--- src/rtl/imm_split.sv ---
// imm_split: breaks a 2*IMM_W-bit constant into the LUI/ORI immediate pair.
// The upper beat is always emitted. The lower beat is skipped when
// SKIP_ZERO_LO is set and the lower half is zero, because the LUI
// zero-fill already produces those bits.
// All outputs are decoded only from the registered state and the held word,
// so they stay stable under backpressure.
module imm_split #(
    parameter int IMM_W        = 8,
    parameter bit SKIP_ZERO_LO = 1'b1
) (
    input  logic               clk,
    input  logic               rst,
    input  logic               in_valid,
    output logic               in_ready,
    input  logic [2*IMM_W-1:0] in_word,
    output logic               out_valid,
    input  logic               out_ready,
    output logic [IMM_W-1:0]   out_imm,
    output logic               out_is_lo,
    output logic               out_last,
    output logic               busy
);

    typedef enum logic [1:0] {
        IDLE    = 2'd0,
        EMIT_HI = 2'd1,
        EMIT_LO = 2'd2
    } state_t;

    state_t               state_q;
    state_t               state_d;
    logic [2*IMM_W-1:0]   word_q;
    logic [2*IMM_W-1:0]   word_d;
    logic                 lo_zero_s;
    logic                 hi_last_s;

    // The upper beat is final when the lower half can be dropped.
    assign lo_zero_s = (word_q[IMM_W-1:0] == {IMM_W{1'b0}});
    assign hi_last_s = SKIP_ZERO_LO && lo_zero_s;

    // Next-state and word-capture logic; the word is sampled only from IDLE.
    always_comb begin
        state_d = state_q;
        word_d  = word_q;
        case (state_q)
            IDLE: begin
                if (in_valid) begin
                    word_d  = in_word;
                    state_d = EMIT_HI;
                end else begin
                    state_d = IDLE;
                end
            end
            EMIT_HI: begin
                if (out_ready) begin
                    if (hi_last_s) begin
                        state_d = IDLE;
                    end else begin
                        state_d = EMIT_LO;
                    end
                end else begin
                    state_d = EMIT_HI;
                end
            end
            EMIT_LO: begin
                if (out_ready) begin
                    state_d = IDLE;
                end else begin
                    state_d = EMIT_LO;
                end
            end
            default: begin
                state_d = IDLE;
            end
        endcase
    end

    // Output decode from the registered state and held word only.
    always_comb begin
        in_ready  = 1'b0;
        out_valid = 1'b0;
        out_imm   = {IMM_W{1'b0}};
        out_is_lo = 1'b0;
        out_last  = 1'b0;
        busy      = 1'b1;
        case (state_q)
            IDLE: begin
                in_ready = 1'b1;
                busy     = 1'b0;
            end
            EMIT_HI: begin
                out_valid = 1'b1;
                out_imm   = word_q[2*IMM_W-1:IMM_W];
                out_is_lo = 1'b0;
                out_last  = hi_last_s;
            end
            EMIT_LO: begin
                out_valid = 1'b1;
                out_imm   = word_q[IMM_W-1:0];
                out_is_lo = 1'b1;
                out_last  = 1'b1;
            end
            default: begin
                in_ready  = 1'b0;
                out_valid = 1'b0;
            end
        endcase
    end

    // State and word registers. A synchronous reset discards any held word.
    always_ff @(posedge clk) begin
        if (rst) begin
            state_q <= IDLE;
            word_q  <= {(2*IMM_W){1'b0}};
        end else begin
            state_q <= state_d;
            word_q  <= word_d;
        end
    end

endmodule
--- config.mk ---
export PLATFORM = sky130hd
export DESIGN_NAME = imm_split
export DESIGN_NICKNAME = d
export VERILOG_FILES = /design/src/rtl/imm_split.sv
export SDC_FILE = /design/constraint.sdc
export NUM_CORES = 1
export LEC_CHECK = 0
export BUFFER_PORTS_ARGS = -buffer_cell sky130_fd_sc_hd__buf_2
export CORE_UTILIZATION = 47
export CTS_CLUSTER_DIAMETER = 80
export CTS_CLUSTER_SIZE = 8
export DETAILED_ROUTE_END_ITERATION = 8
export GPL_TIMING_DRIVEN = 0
export PLACE_DENSITY_LB_ADDON = 0.25
export SLEW_MARGIN = 20
export SYNTH_ARGS = -nofsm -noshare
export SYNTH_HDL_FRONTEND = slang
export SYNTH_SLANG_ARGS = --single-unit
--- constraint.sdc ---
create_clock -name clk -period 2 [get_ports clk]
set_clock_uncertainty 0.2 [all_clocks]
set_input_delay 0.2 -clock clk [delete_from_list [all_inputs] [get_ports clk]]
set_output_delay 0.2 -clock clk [all_outputs]
set_load 0.03 [all_outputs]
==> metrics.txt <==
status=completed; routed vias=988; average vias per placed instance=5.07; post-synthesis cell count=111; Cell Area, Synth=886 µm²; DR top layer=met4; CP Capture Type=primary output; Std-Cell Rows=15; crit-path max cell delay=0.34 ns; Syn Area/Cell=7.98 µm²; Core ar.=1750 µm²; final hold vios=0; DIE HEIGHT=45.4 µm; Congestion Overflow GR=0; Hold WS=0.263 ns; final worst path period need=1.96 ns; clock buffer depth=2; power density cells=593 nW/µm²; Max-Cap Viols=0; fin crit share=98.0%; Routed WL=2590 µm; sequential fraction of design power=48.7%; P_leak=0.622 nW; Worst Tran Pin Value=0.466 ns; Initial Util=50.8%; CTS Buf Count=3; CP Launch Type=flop; Avg WL per Cell=13.3 µm; WP data required=1.60 ns; initial antenna violation count=0; DRT iter0 DRCs=17; slowest CP cell=dfxtp_2; Clock Power Share=22.3%; dpl hpwl=1480 µm; Crit path arrival time=1.56 ns; Psw=0.254 mW; most frequent cells in the layout=nand2_1, buf_2, dlygate4sd3_1; first-pass GRT wire length=3710 µm; worst vdd ir=0.501 mV; # setup viols final=0; Crit Path Max Fanout=10; DRC violations left=0; met2 routed WL=1350 µm; Setup WS post-layout=0.0406 ns; Peak Freq=510 MHz; register area share after synthesis=40.7%; layout cells sized above 1=31.2%; largest net degree at the start of global routing=12; gr usage total=25.4%; Routed Antenna Nets=0; clk sinks=18; H-tree depth=1; syn nets=135; Final Slew Violations=0; Die Area=2060 µm²; total buffers and inverters traversed by the critical path=3; cell internal pwr=0.575 mW; design area=1400 µm²; Post-Layout Cell Count=195; Cell variety after synth=19; Logic pwr share=29.0%; Reg clk slew, reported paths=0.11 ns; DP Area=1080 µm²; overall die width=45.4 µm; Synth Warn #=0; CP Cell Sequence=inv_1, ha_1, buf_6, a22oi_2, nor2b_1, buf_2; Met3 Wirelength=111 µm; commonest non-fill, non-tap cell in the layout=nand2_1; Layout Nets=196; worst skew pair latency=0.30 ns; FILL cells=130; Hold/Removal Path Class=primary input to flop; CP Class=flop to primary output; first drt pass iteration count=4; flops & latches, synth=18; R2R setup slack=0.05 ns; M1 WL=1050 µm; Final GP Congestion=0.745; placed cell count=167; Worst slew margin=68.9%; CTS tree=yes; vias in the first global route=934; delay-heaviest family, CP=buffers and inverters; sw frac=30.6%; n_diodes=0; Layout Area Growth over Synthesis=57.9%; pre-CTS setup slack=0.160 ns; clock root cell=clkbuf_4; IO Port Bufs=31; # IOs=33
-- power by group through the flow --
stage / Clock [mW] / Sequential, mW / Combinational, mW
floorplan: 0 / 0.405 / 0.128
global placement: 0 / 0.409 / 0.170
detailed placement: 0 / 0.410 / 0.176
CTS: 0.188 / 0.401 / 0.216
global route: 0.196 / 0.406 / 0.259
finish: 0.185 / 0.404 / 0.240
-- Yosys cell counts --
master    instances  area share [%]
nand2_1          36              15
dfxtp_1          18              41
a21oi_1          16             9.0
a22oi_1           8             6.8
nor2b_1           8             5.6
ha_1              4             5.6
inv_1             4             1.7
buf_2             3             1.7
buf_8             2             3.4
clkbuf_1          2            0.85
nor4_2            2             2.8
a21oi_2           1            0.99
a41o_1            1             1.1
and2_4            1            0.99
buf_4             1            0.85
nor2_1            1            0.42
nor3_1            1            0.56
nor4b_1           1            0.99
o21ai_0           1            0.56
-- worst min-delay path, delay by kind of cell --
family | cells | cell delay (ns)
and+or+nand+nor | 2 | 0.26
buffers and inverters | 2 | 0.23
AOI/OAI and AO/OA | 1 | 0.04
-- flip-flops by register name (all words and copies together), names as in the netlist --
register / flops
word_q: 16
state_q: 2
-- per-layer routing --
metal / global-route usage (%) / vias to the layer above
met2: 47.7 / 41
met1: 27.6 / 451
met5: 0 / -
li1: - / 485
met3: 2.78 / 11
met4: 12.7 / 0
-- cells by family (layout without fill, tap and decap cells) --
kind of cell | Yosys count | count (layout) | synth area share (%)
simple gates | 50 | 50 | 26.7
compound gates | 27 | 27 | 18.5
flops | 18 | 18 | 40.7
buf+inv | 12 | 71 | 8.47
fa+ha+maj | 4 | 4 | 5.65
-- what timing repair did --
item,in CTS,in global routing
buffers inserted,0,2
setup endpoints to repair,9,11
endpoints found under the hold margin,18,0
resized for setup,1,15
hold buffers,24,0
-- metrics by stage --
step / total power [mW] / util (%) / setup TNS, ns
2_1_floorplan: 0.533 / - / 0
3_3_place_gp: 0.579 / 61.6 / 0
3_5_place_dp: 0.586 / 61.6 / 0
4_1_cts: 0.805 / 76.6 / 0
5_1_grt: 0.861 / 80.1 / -0.0380
6_report: 0.829 / 80.1 / 0
-- area by class of cell --
type,instances,area (µm²),area share (%)
multi-input cells,81,484,34.6
repair buffers,57,415,29.7
flip-flops and latches,18,362,25.8
plain buffers,7,68.8,4.92
well taps,25,31.3,2.24
clock buffers,3,22.5,1.61
inverters,4,15.0,1.07
-- worst paths after layout --
| path | startpoint | end | cells past startpoint |
|---|---|---|---|
| setup / recovery | state_q[0] | out_imm[7] | 6 |
| setup reg to reg | state_q[1] | word_q[5] | 7 |
| hold reg to reg | word_q[13] | word_q[13] | 2 |
| hold / removal | in_valid | state_q[0] | 5 |
Power figures use the tool's default switching activity.
